[src/rtl/wdt_rst_seq_if.sv]
// APB slave bus bundle for the watchdog reset sequencer.
interface wdt_rst_seq_if #(
    parameter int unsigned WIDTH = 8
);
    logic             psel;
    logic             penable;
    logic             pwrite;
    logic [WIDTH-1:0] paddr;
    logic [WIDTH-1:0] pwdata;
    logic             pready;
    logic [WIDTH-1:0] prdata;

    modport master (
        output psel, penable, pwrite, paddr, pwdata,
        input  pready, prdata
    );

    modport slave (
        input  psel, penable, pwrite, paddr, pwdata,
        output pready, prdata
    );
endinterface

[src/rtl/wdt_rst_seq.sv]
// Watchdog reset sequencer: stages sysrst/periph_rst after a bite or software request.
// Define WDT_RST_SEQ_WARN_EN to add the WARN stage, GRACE/ACK registers and irq_o.
module wdt_rst_seq #(
    parameter int unsigned WIDTH   = 8,
    parameter int unsigned STAGGER = 4
) (
    input  logic         pclk_i,
    input  logic         prst_n_i,
    wdt_rst_seq_if.slave apb,
    input  logic         bite_i,
    output logic         irq_o,
    output logic         sysrst_o,
    output logic         periph_rst_o,
    output logic         wdt_clr_o
);
    localparam logic [WIDTH-1:0] AddrCtrl   = WIDTH'(8'hA4);
    localparam logic [WIDTH-1:0] AddrHold   = WIDTH'(8'hA5);
    localparam logic [WIDTH-1:0] AddrStatus = WIDTH'(8'hA7);
`ifdef WDT_RST_SEQ_WARN_EN
    localparam logic [WIDTH-1:0] AddrGrace  = WIDTH'(8'hA6);
    localparam logic [WIDTH-1:0] AddrAck    = WIDTH'(8'hA8);
`endif

    typedef enum logic [1:0] {StIdle, StWarn, StHold, StStag} state_e;

    state_e           state_q;
    logic [7:0]       cnt_q;
    logic             pready_q;
    logic [WIDTH-1:0] prdata_q;
    logic [WIDTH-1:0] rdata;
    logic             seq_en_q;
    logic [WIDTH-1:0] hold_q;
    logic [3:0]       bite_cnt_q, bite_cnt_d;
    logic [1:0]       cause_q, cause_d;
    logic             sysrst_q, periph_q, clr_q;
    logic             access, wr_en, rd_en, sw_req;
    logic             bite_idle, start_bite, start_sw;
    logic [7:0]       hold_load;
`ifdef WDT_RST_SEQ_WARN_EN
    logic [WIDTH-1:0] grace_q;
    logic             irq_q;
    logic             ack_hit;
`endif

    assign access     = apb.psel & apb.penable & ~pready_q;
    assign wr_en      = access & apb.pwrite;
    assign rd_en      = access & ~apb.pwrite;
    assign sw_req     = wr_en & (apb.paddr == AddrCtrl) & apb.pwdata[1];
    assign bite_idle  = (state_q == StIdle) & bite_i;
    assign start_bite = bite_idle & seq_en_q;
    // A simultaneous bite always takes precedence; the software request is dropped.
    assign start_sw   = (state_q == StIdle) & sw_req & ~bite_i;
    assign hold_load  = (hold_q == '0) ? 8'd0 : 8'(hold_q - WIDTH'(1));
`ifdef WDT_RST_SEQ_WARN_EN
    assign ack_hit    = (state_q == StWarn) & wr_en & (apb.paddr == AddrAck) &
                        (apb.pwdata == WIDTH'(8'h5A));
    assign irq_o      = irq_q;
`else
    assign irq_o      = 1'b0;
`endif

    assign apb.pready   = pready_q;
    assign apb.prdata   = prdata_q;
    assign sysrst_o     = sysrst_q;
    assign periph_rst_o = periph_q;
    assign wdt_clr_o    = clr_q;

    always_comb begin
        rdata = '0;
        case (apb.paddr)
            AddrCtrl:   rdata = WIDTH'(seq_en_q);
            AddrHold:   rdata = hold_q;
`ifdef WDT_RST_SEQ_WARN_EN
            AddrGrace:  rdata = grace_q;
`endif
            AddrStatus: rdata = WIDTH'({bite_cnt_q, 2'b00, cause_q});
            default:    rdata = '0;
        endcase
    end

    // STATUS clear happens first so a bite on the same edge is still logged.
    always_comb begin
        bite_cnt_d = bite_cnt_q;
        cause_d    = cause_q;
        if (wr_en && (apb.paddr == AddrStatus)) begin
            bite_cnt_d = '0;
            cause_d    = '0;
        end
        if (bite_idle && (bite_cnt_d != 4'hF)) bite_cnt_d = bite_cnt_d + 4'd1;
        if (start_bite)    cause_d = 2'b01;
        else if (start_sw) cause_d = 2'b10;
    end

    always_ff @(posedge pclk_i or negedge prst_n_i) begin
        if (!prst_n_i) begin
            pready_q   <= 1'b0;
            prdata_q   <= '0;
            seq_en_q   <= 1'b1;
            hold_q     <= WIDTH'(16);
`ifdef WDT_RST_SEQ_WARN_EN
            grace_q    <= WIDTH'(32);
`endif
            bite_cnt_q <= '0;
            cause_q    <= '0;
        end else begin
            pready_q   <= access;
            bite_cnt_q <= bite_cnt_d;
            cause_q    <= cause_d;
            if (rd_en) prdata_q <= rdata;
            if (wr_en) begin
                case (apb.paddr)
                    AddrCtrl:  seq_en_q <= apb.pwdata[0];
                    AddrHold:  hold_q   <= apb.pwdata;
`ifdef WDT_RST_SEQ_WARN_EN
                    AddrGrace: grace_q  <= apb.pwdata;
`endif
                    default:   ;
                endcase
            end
        end
    end

    always_ff @(posedge pclk_i or negedge prst_n_i) begin
        if (!prst_n_i) begin
            state_q  <= StIdle;
            cnt_q    <= '0;
            sysrst_q <= 1'b0;
            periph_q <= 1'b0;
            clr_q    <= 1'b0;
`ifdef WDT_RST_SEQ_WARN_EN
            irq_q    <= 1'b0;
`endif
        end else begin
            clr_q <= 1'b0;
            unique case (state_q)
                StIdle: begin
                    if (start_bite) begin
`ifdef WDT_RST_SEQ_WARN_EN
                        state_q <= StWarn;
                        cnt_q   <= 8'(grace_q);
                        irq_q   <= 1'b1;
`else
                        state_q  <= StHold;
                        cnt_q    <= hold_load;
                        sysrst_q <= 1'b1;
                        periph_q <= 1'b1;
`endif
                    end else if (start_sw) begin
                        state_q  <= StHold;
                        cnt_q    <= hold_load;
                        sysrst_q <= 1'b1;
                        periph_q <= 1'b1;
                    end
                end
`ifdef WDT_RST_SEQ_WARN_EN
                StWarn: begin
                    if (ack_hit) begin
                        state_q <= StIdle;
                        irq_q   <= 1'b0;
                        clr_q   <= 1'b1;
                    end else if (cnt_q == 8'd0) begin
                        state_q  <= StHold;
                        cnt_q    <= hold_load;
                        irq_q    <= 1'b0;
                        sysrst_q <= 1'b1;
                        periph_q <= 1'b1;
                    end else begin
                        cnt_q <= cnt_q - 8'd1;
                    end
                end
`endif
                StHold: begin
                    if (cnt_q == 8'd0) begin
                        state_q  <= StStag;
                        cnt_q    <= 8'(STAGGER - 1);
                        sysrst_q <= 1'b0;
                    end else begin
                        cnt_q <= cnt_q - 8'd1;
                    end
                end
                StStag: begin
                    if (cnt_q == 8'd0) begin
                        state_q  <= StIdle;
                        periph_q <= 1'b0;
                        clr_q    <= 1'b1;
                    end else begin
                        cnt_q <= cnt_q - 8'd1;
                    end
                end
                default: state_q <= StIdle;
            endcase
        end
    end
endmodule

[src/flat_wrapper.sv]
// flat-port wrapper written by rule: the top's interface ports become plain ports
module wdt_rst_seq_flat 
#(
    parameter int unsigned WIDTH   = 8,
    parameter int unsigned STAGGER = 4
)
  (pclk_i, prst_n_i, bite_i, irq_o, sysrst_o, periph_rst_o, wdt_clr_o, apb_psel, apb_penable, apb_pwrite, apb_paddr, apb_pwdata, apb_pready, apb_prdata);
  wdt_rst_seq_if #(.WIDTH(WIDTH)) apb_i ();
  input  logic pclk_i;
  input  logic prst_n_i;
  input  logic bite_i;
  output logic irq_o;
  output logic sysrst_o;
  output logic periph_rst_o;
  output logic wdt_clr_o;
  input wire logic [$bits(apb_i.psel)-1:0] apb_psel;
  input wire logic [$bits(apb_i.penable)-1:0] apb_penable;
  input wire logic [$bits(apb_i.pwrite)-1:0] apb_pwrite;
  input wire logic [$bits(apb_i.paddr)-1:0] apb_paddr;
  input wire logic [$bits(apb_i.pwdata)-1:0] apb_pwdata;
  output wire logic [$bits(apb_i.pready)-1:0] apb_pready;
  output wire logic [$bits(apb_i.prdata)-1:0] apb_prdata;
  assign apb_i.psel = apb_psel;
  assign apb_i.penable = apb_penable;
  assign apb_i.pwrite = apb_pwrite;
  assign apb_i.paddr = apb_paddr;
  assign apb_i.pwdata = apb_pwdata;
  assign apb_pready = apb_i.pready;
  assign apb_prdata = apb_i.prdata;
  wdt_rst_seq #(.WIDTH(WIDTH), .STAGGER(STAGGER)) u_core (.pclk_i(pclk_i), .prst_n_i(prst_n_i), .apb(apb_i), .bite_i(bite_i), .irq_o(irq_o), .sysrst_o(sysrst_o), .periph_rst_o(periph_rst_o), .wdt_clr_o(wdt_clr_o));
endmodule
[config.mk]
export PLATFORM = sky130hd
export DESIGN_NAME = wdt_rst_seq_flat
export DESIGN_NICKNAME = d
export VERILOG_FILES = /design/src/rtl/wdt_rst_seq_if.sv /design/src/rtl/wdt_rst_seq.sv /design/src/flat_wrapper.sv
export SDC_FILE = /design/constraint.sdc
export NUM_CORES = 1
export LEC_CHECK = 0
export CAP_MARGIN = 20
export CORE_UTILIZATION = 53
export DETAILED_ROUTE_END_ITERATION = 6
export PLACE_DENSITY_LB_ADDON = 0.3
export REMOVE_ABC_BUFFERS = 1
export SYNTH_ARGS = -nofsm -noshare
export SYNTH_HDL_FRONTEND = slang
export SYNTH_SLANG_ARGS = --single-unit
[constraint.sdc]
create_clock -name pclk_i -period 2.24 [get_ports pclk_i]
set_input_delay 0.448 -clock pclk_i [delete_from_list [all_inputs] [get_ports pclk_i]]
set_output_delay 0.448 -clock pclk_i [all_outputs]
set_load 0.02 [all_outputs]
# Word-level counts from Yosys, hierarchy flattened
# Cells that the tools add are included.
# totals
out_inout_bits	13
elab_cells	76
regBits	37
inputBits	22
# classes
n_mux	24
n_reduce_logical	15
bitwise_logic	13
add_sub_neg	3
eq_ne	10
# op_table
op	n
8-bit case mux with 3 select lines	2
8-bit two-way mux	5
8-bit equality test (second input constant)	3
8-bit zero test	2
8-bit by 1-bit subtractor with 8-bit output (second input constant)	2
2-bit two-way mux	7
3-bit AND reduction	4
1-bit AND	10
4-bit two-way mux	2
2-bit case mux with 3 select lines	1
3-bit nonzero test	2
1-bit two-way mux	5
4-bit by 1-bit adder with 4-bit output (second input constant)	1
2-bit equality test (second input constant)	2
2-bit by 1-bit inequality test with 1-bit output (second input constant)	2
4-bit inequality test (second input constant)	1
1-bit case mux with 2 select lines	2
2-bit AND reduction	2
2-bit nonzero test	2
3-bit by 1-bit inequality test with 1-bit output (second input constant)	1
1-bit NOT	3
1-bit logical AND	2
2-bit zero test	1
2-bit inequality test (second input constant)	1

# Logic depth before layout (Yosys ltp)
# Gate-level depths: netlist (run 1).
# depth
depth_word	10
ltp_mapped	10
mapped_depth_nobuf	9

# Least setup slack after synthesis (run 1)
# Ideal clock, no wire load.
# synth_path
kind	input-to-reg
start	input apb_paddr[3]
end	register u_core.bite_cnt_q[0]
path_stages	9
setup_time_ps	121
arrival_ps	2132
setup_slack_ps	-13
cell_sequence	nor4bb_1 and2_1 clkbuf_1 nand4_1 and2_1 ha_1 nand3_1 a21boi_0 a22o_1
# synth_between
elab_chain_cells	6
elab_cells_between_ends	7
classes_between	add/sub (1); eq/ne (2); mux (2); reduce/logical (2)
# synth_lines
element	line	rtl
start: declaration	flat_wrapper.sv:19	input wire logic [$bits(apb_i.paddr)-1:0] apb_paddr;
8-bit equality test *	wdt_rst_seq.sv:85	if (wr_en && (apb.paddr == AddrStatus)) begin
1-bit logical AND *	wdt_rst_seq.sv:85	
4-bit two-way mux *	wdt_rst_seq.sv:85	
branches (longest 2 deep; another with 4-bit by 1-bit adder with 4-bit output)	--	
4-bit two-way mux *	wdt_rst_seq.sv:89	if (bite_idle && (bite_cnt_d != 4'hF)) bite_cnt_d = bite_cnt_d + 4'd1;
via u_core.bite_cnt_d[0]	wdt_rst_seq.sv:33	logic [3:0] bite_cnt_q, bite_cnt_d;
end signal: assignment	wdt_rst_seq.sv:107	bite_cnt_q <= bite_cnt_d;
end: declaration	wdt_rst_seq.sv:33	
# Mark *: on every way through the listed nets, which the timed path passes.
# A chain may end at the register's enable or synchronous reset.

# Final worst setup path (run 1)
# layout_path
start	register u_core.cnt_q[0]
end	register u_core.cnt_q[2]
# layout_between
elab_chain_cells	3
elab_cells_between_ends	7
classes_between	add/sub (1); eq/ne (1); mux (3); reduce/logical (2)
# layout_lines
element	line	rtl
start: declaration	wdt_rst_seq.sv:27	logic [7:0] cnt_q;
start signal: assignment	wdt_rst_seq.sv:144	cnt_q <= hold_load;
start signal: assignment	wdt_rst_seq.sv:150	cnt_q <= hold_load;
start signal: assignment	wdt_rst_seq.sv:175	cnt_q <= 8'(STAGGER - 1);
8-bit by 1-bit subtractor with 8-bit output or 8-bit zero test (tied branches)	--	
8-bit two-way mux, or another cell as far along	wdt_rst_seq.sv:182	if (cnt_q == 8'd0) begin
8-bit case mux with 3 select lines or 3-bit AND reduction (tied branches)	--	
# Several ways; a longest one is shown, not always the timed one. The select of a mux whose other input is x is not followed.

==> results of run 1 <==
## sequential cells by signal (all words and copies together) (netlist names)
signal	flops
u_core.apb.prdata	8
u_core.cnt_q	8
u_core.hold_q	8
u_core.bite_cnt_q	4
u_core.cause_q	2
u_core.state_q	2
u_core.apb.pready	1
u_core.periph_rst_o	1
u_core.seq_en_q	1
u_core.sysrst_o	1
u_core.wdt_clr_o	1
## power by group through the flow
stage / Clock (mW) / Sequential, mW / Combinational (mW)
after global routing: 0.488 / 0.970 / 1.67
after floorplan: 0 / 0.946 / 0.995
after CTS: 0.468 / 0.946 / 1.49
after global placement: 0 / 0.953 / 1.44
final: 0.456 / 0.952 / 1.51
after detailed placement: 0 / 0.959 / 1.47
## cell usage in the layout (no fill, tap or decap), types with 2 or more instances in the layout
cell	instances
dfrtp_1	35
clkdlybuf4s50_1	32
nand2_1	28
buf_4	20
nor2_1	17
inv_1	16
o21ai_0	14
a21oi_1	14
mux2i_1	9
mux2_2	9
ha_1	8
nand3_1	6
nor3_1	5
o22ai_1	5
clkbuf_8	5
and2_1	4
nor4_1	4
nor2b_1	3
or2_2	3
o22a_1	3
xnor2_1	3
nand4_1	2
o31ai_1	2
or4_1	2
nor3b_1	2
a31oi_1	2
clkinv_2	2
dfstp_2	2
## critical path: cells and delay by family, from the launching register on
kind	cells	cell delay, ns
AO/OA/AOI/OAI	3	0.49
adder cells (fa/ha/maj)	1	0.16
buffers and inverters	2	0.22
flip-flops	1	0.38
AND/OR/NAND/NOR	2	0.73
## how the worst max path moves through the flow
stage                          from              endpoint  depth (start not counted)
detailed placement     apb_paddr[5]  u_core.bite_cnt_q[0]                          9
global route           apb_paddr[3]  u_core.bite_cnt_q[0]                          9
finish              u_core.cnt_q[0]       u_core.cnt_q[2]                          8
CTS                    apb_paddr[5]  u_core.bite_cnt_q[0]                          9
global placement       apb_paddr[5]  u_core.bite_cnt_q[0]                          9
floorplan              apb_paddr[3]  u_core.bite_cnt_q[0]                          8
## stage by stage
| stage | TNS [ns] | cell area, µm² | instances |
|---|---|---|---|
| 2_1_floorplan | 0 | 2130 | 225 |
| 3_3_place_gp | -0.582 | 2660 | 325 |
| 3_5_place_dp | -0.854 | 2660 | 325 |
| 4_1_cts | 0 | 2750 | 333 |
| 5_1_grt | -0.00400 | 2770 | 334 |
| 6_report | 0 | 2770 | 334 |
## logic make-up (layout without fill, tap and decap cells)
group	Yosys count	in the layout	synth area share
adders and majority gates	9	9	0.0515
other	1	1	0.00172
AOI/OAI and AO/OA	53	53	0.163
xor gates and xnor gates	3	3	0.0120
and+or+nand+nor	88	88	0.208
muxes	18	18	0.0876
buffers and inverters	25	77	0.0515
DFF	37	37	0.425
## cell type report
cell class | count | area share
Clock inverter | 2 | 0.00361
Multi-Input combinational cell | 172 | 0.421
Clock buffer | 6 | 0.0262
Sequential cell | 37 | 0.335
Timing Repair Buffer | 53 | 0.171
Inverter | 16 | 0.0217
Tap cell | 48 | 0.0217
## timing repair
action | CTS | global route
setup buffers | 0 | 1
gates resized for setup | 1 | 5
pin swaps | 0 | 5
setup endpoints to repair | 1 | 2
## routing by layer
layer / share of wire / routed length [µm] / GRT usage / up-vias
met5: 0 / 0 / 0 / -
met3: 0.054 / 256 / 0.0603 / 8
met4: 0.020 / 95 / 0.106 / 0
li1: - / - / - / 930
met2: 0.44 / 2090 / 0.367 / 54
met1: 0.48 / 2280 / 0.332 / 879
==> out/metrics.yaml, run 1 <==
routing:
  detail_route.iter0.violations: 129
  vias: 1871
  avgRoutedWirePerCell_um: 14.1
  drc_errors: 0
  firstDrtPassIters: 4
  routed_wl_mm: 4.72
  detail-route-antenna-nets: 0
  avgViaCountPerCell: 5.60
pwr:
  p_int_mw: 1.74
  p_switching_mw: 1.18
  peakVddDrop_mv: 0.955
  leakage_nw: 1.26
  swShare: 0.402
  finalPower_mw: 2.92
  combinationalPowerShare: 0.518
  powerDensity_nw_per_um2: 1050
  pwr-share-clk: 0.156
  seqPwrFrac: 0.326
critical_path:
  startpoint_type: "flop"
  crit_chain: "inv_1 > ha_1 > or3b_2 > or2_4 > buf_4 > a21o_4 > a31oi_1 > o22ai_1"
  cpMaxStageDelayCell: "or3b_2"
  r2r_setup_slack_ns: 0.11
  worstReg2RegStart: "u_core.cnt_q[0]"
  slowest_delay_ns: 0.46
  end_kind: "flop"
  criticalPathCategory: "flop to flop"
  reg2reg_depth: 8
  cp.arrival_ns: 2.30
  crit_fanout: 6
  r2r_end: "u_core.cnt_q[2]"
  required_ns: 2.41
finish:
  multi_input_area_um2: 1170
  drive_gt1_frac: 0.182
  final_util: 0.730
  synthToLayoutAreaGrowth_pct: 26.9
  diodes: 0
  final_nets: 316
  seq_area_um2: 928
  num-fill-cells: 286
synthesis:
  ys.flop_type: "dfrtp_1"
  synth-seq-cells: 37
  synth_common_cells: "dfrtp_1, nand2_1, nor2_1"
  ys_warn_count: 0
  yosysTopAreaCell: "dfrtp_1"
  yosysSeqAreaShare: 0.425
  avgSynthCellArea_um2: 9.34
  synth_cell_types: 51
  synth.most_common_cell: "dfrtp_1"
  synth_top_area_share: 0.401
  synth_edf_count: 0
  synth_area_um2: 2180
  synth_area_leaders: "dfrtp_1, ha_1, nand2_1"
  synth_cells: 234
  async_reset_ff_frac: 1.00
hold_path:
  hold_path.class: "input port to async pin"
sta:
  clock.fmax_mhz: 470
  layout_min_cycle_time_ns: 2.13
  finalHoldViolCount: 0
  worst_pin_slew_ns: 0.813
  fin_crit_sh: 0.950
  setup_slack_ns: 0.112
  finClkSkew_ns: 0.00469
  hold_ws_ns: 0.225
  max_slew_margin: 0.458
  slew_viol_final: 0
  setup_viol: 0
placement:
  numPortBuffers: 33
  place_hpwl_mm: 3.52
  dp_slack_ns: -0.314
  gp_congestion: 0.884
floorplan:
  die_area_um2: 4380
  die_h_um: 66.2
  rows: 22
  pin_count: 35
  coreArea_um2: 3800
  initial_core_util: 0.575
  die_w_um: 66.2
grt:
  grt_usage: 0.245
  antenna_found_initial: 0
  grt_pass1_vias: 1745
  grt_pass1_wl_mm: 7.84
  grt_max_degree: 38
  grt_overflow: 0
clock_network:
  cts_tree: "built"
  numCtsBuffers: 5
  htreeDepth: 2
  clk_root_buffer_cell: "clkbuf_8"
  hold_buffers: 0
  clock_latency_ns: 0.30
  cts_buffer_depth: 2
  clk_pin_slew_worst_paths_ns: 0.07
  cts.sinks: 37
job:
  maxCapViolCount: 0
outcome:
  status: "finished clean"
No activity file was read; power rests on OpenSTA's default activity.
==> run 2: changes to the inputs <==
Settings changed: HOLD_SLACK_MARGIN set to 0.15.
==> results of run 2 <==
Same layout as run 1: the final DEF is identical, and so are final timing and power.
==> run 3: changes to the inputs <==
Settings changed: ABC_CLOCK_PERIOD_IN_PS set to 2700, CORE_UTILIZATION 53 to 54, CTS_BUF_LIST set to sky130_fd_sc_hd__clkbuf_2 sky130_fd_sc_hd__clkbuf_4 sky130_fd_sc_hd__clkbuf_8.
Clock period 2.24 ns to 2.7 ns, I/O delays scaled along.
==> run 3 against run 2 <==
Compared with the run above:
- sequential power down 16%
- register-to-register slack better by 0.31 ns
- clock-buffer cell count shrank 1
- via count shrank 0.86%
- utilization is 1.2 points lower
- worst setup slack improved by 0.29 ns
==> out/metrics.yaml, run 3 (same netlist as run 1, synthesis figures left out) <==
grt:
  grt_pass1_vias: 1762  # +0.97%
  grt_max_degree: 38  # unchanged
  grt_usage: 0.248  # +0.00317
  antenna_found_initial: 0  # unchanged
  grt_overflow: 0  # unchanged
  grt_pass1_wl_mm: 8.02  # +2.3%
pwr:
  powerDensity_nw_per_um2: 912  # -13%
  peakVddDrop_mv: 0.776  # -19%
  pwr-share-clk: 0.229  # +0.073
  p_switching_mw: 0.941  # -20%
  swShare: 0.381  # -0.0215
  p_int_mw: 1.53  # -12%
  seqPwrFrac: 0.323  # -0.003
  combinationalPowerShare: 0.447  # -0.071
  leakage_nw: 1.22  # -3.6%
clock_network:
  cts_tree: "built"
  numCtsBuffers: 5  # unchanged
  clk_root_buffer_cell: "clkbuf_8"
  cts_buffer_depth: 2  # unchanged
  clk_pin_slew_worst_paths_ns: 0.08  # about the same
  post_cts_resized: 0  # -1
  htreeDepth: 2  # unchanged
  post-cts-setup-buffers: 0  # unchanged
  hold_buffers: 0  # unchanged
  clock_latency_ns: 0.29  # about the same
  cts.sinks: 37  # unchanged
critical_path:
  cp.arrival_ns: 2.48  # +0.18 ns
  endpoint: "u_core.bite_cnt_q[0]"
  reg2reg_depth: 7  # -1
  r2r_end: "u_core.cnt_q[7]"
  crit_fanout: 4  # -2
  r2r_setup_slack_ns: 0.42  # +0.31 ns
  criticalPathCategory: "input port to flop"
  startpoint_type: "input port"
  end_kind: "flop"
  required_ns: 2.88  # +0.47 ns
  crit_path_start: "apb_paddr[5]"
  worstReg2RegStart: "u_core.cnt_q[0]"
floorplan:
  rows: 22  # unchanged
  pin_count: 35  # unchanged
  die_h_um: 65.6  # -0.90%
  die_area_um2: 4300  # -1.8%
  initial_core_util: 0.579  # +0.00420
  coreArea_um2: 3770  # -0.72%
  die_w_um: 65.6  # -0.90%
sta:
  fin_crit_sh: 0.851
  layout_min_cycle_time_ns: 2.30
  worst_pin_slew_ns: 0.602  # -0.211 ns
  finalHoldViolCount: 0  # unchanged
  rsz0062_at_grt: "false"
  fin_tns_setup_ns: 0  # unchanged
  setup_viol: 0  # unchanged
  slew_viol_final: 0  # unchanged
  clock.fmax_mhz: 435
  max_slew_margin: 0.595  # +0.137
  finClkSkew_ns: 0.00945  # +0.00476 ns
routing:
  avgRoutedWirePerCell_um: 14.6  # +3.5%
  detail-route-antenna-nets: 0  # unchanged
  vias: 1855  # -0.86%
  routed_wl_mm: 4.70  # -0.51%
  detail_route.iter0.violations: 151  # +17%
  firstDrtPassIters: 5  # +1
  avgViaCountPerCell: 5.78  # +3.2%
  drc_errors: 0  # unchanged
hold_path:
  hold_path.class: "flop to flop"
  min_delay_path_depth: 2
finish:
  layout_commonest_cell: "dfrtp_1"
  final_util: 0.718  # -0.0116
  diodes: 0  # unchanged
  final_nets: 303  # -4.1%
  most-common-layout-cells: "dfrtp_1, clkdlybuf4s50_1, nand2_1"
  num-fill-cells: 293  # +2.4%
  drive_gt1_frac: 0.132  # -0.0500
  synthToLayoutAreaGrowth_pct: 24.0
  design_area_um2: 2710  # -2.3%
outcome:
  status: "finished clean"
placement:
  place_hpwl_mm: 3.52  # +0.15%
  placement.cell_area_um2: 2570  # -3.2%
  numPortBuffers: 33  # unchanged
  gp_congestion: 0.872  # -1.3%
job:
  maxCapViolCount: 0  # unchanged
[run 3: cell count changes in the layout (fill, tap and decap cells not counted), sizes merged]
cell,change
bufinv,+2
buf,-14
clkbuf,-1
clkdlybuf4s50,+1
clkinv,-1
[run 3: power groups by stage]
stage                     Combinational [mW]  Clock (mW)  Sequential, mW
after floorplan                        0.826           0           0.784
after global placement                  1.06           0           0.800
after detailed placement                1.08           0           0.805
after CTS                               1.10       0.580           0.793
after global routing                    1.23       0.590           0.816
final                                   1.10       0.566           0.799
[run 3: critical path, stage by stage]
cell             delay, ns
clkdlybuf4s50_1       0.45
nor4bb_1              0.28
and2_1                0.18
nand4_1               0.14
and2_1                0.20
ha_1                  0.21
nand3_1               0.10
a21boi_0              0.12
a22o_1                0.25
[run 3: worst min-delay path by stage]
stage	end	slack, ns	from
global route	u_core.apb.prdata[2]	0.53	u_core.apb.prdata[2]
global placement	u_core.apb.prdata[4]	0.46	u_core.apb.prdata[4]
CTS	u_core.apb.prdata[1]	0.49	u_core.apb.prdata[1]
detailed placement	u_core.apb.prdata[1]	0.47	u_core.apb.prdata[1]
floorplan	u_core.apb.prdata[0]	0.24	prst_n_i
finish	u_core.apb.prdata[5]	0.48	u_core.apb.prdata[5]
[run 3: stage by stage]
stage | hold slack [ns] | cells | power, mW | setup slack, ns
global route | 0.533 | 321 | 2.64 | 0.262
floorplan | 0.244 | 225 | 1.61 | 0.455
CTS | 0.488 | 321 | 2.47 | 0.397
global placement | 0.463 | 313 | 1.86 | 0.131
detailed placement | 0.470 | 313 | 1.89 | 0.0700
finish | 0.484 | 321 | 2.47 | 0.401
[run 3: layer usage]
layer	global-route usage	vias to the layer above	share of wire
li1	-	905	-
met1	0.334	885	0.45
met2	0.399	61	0.48
met3	0.0382	4	0.054
met4	0.0924	0	0.012
met5	0	-	0
[run 3: final cells by class]
class	count	area [µm²]	area share
Clock buffer	5	68.8	0.0254
Clock inverter	3	65.1	0.0240
Inverter	16	60.1	0.0222
Multi-Input combinational cell	172	1140	0.422
Sequential cell	37	928	0.343
Tap cell	48	60.1	0.0222
Timing Repair Buffer	40	383	0.141
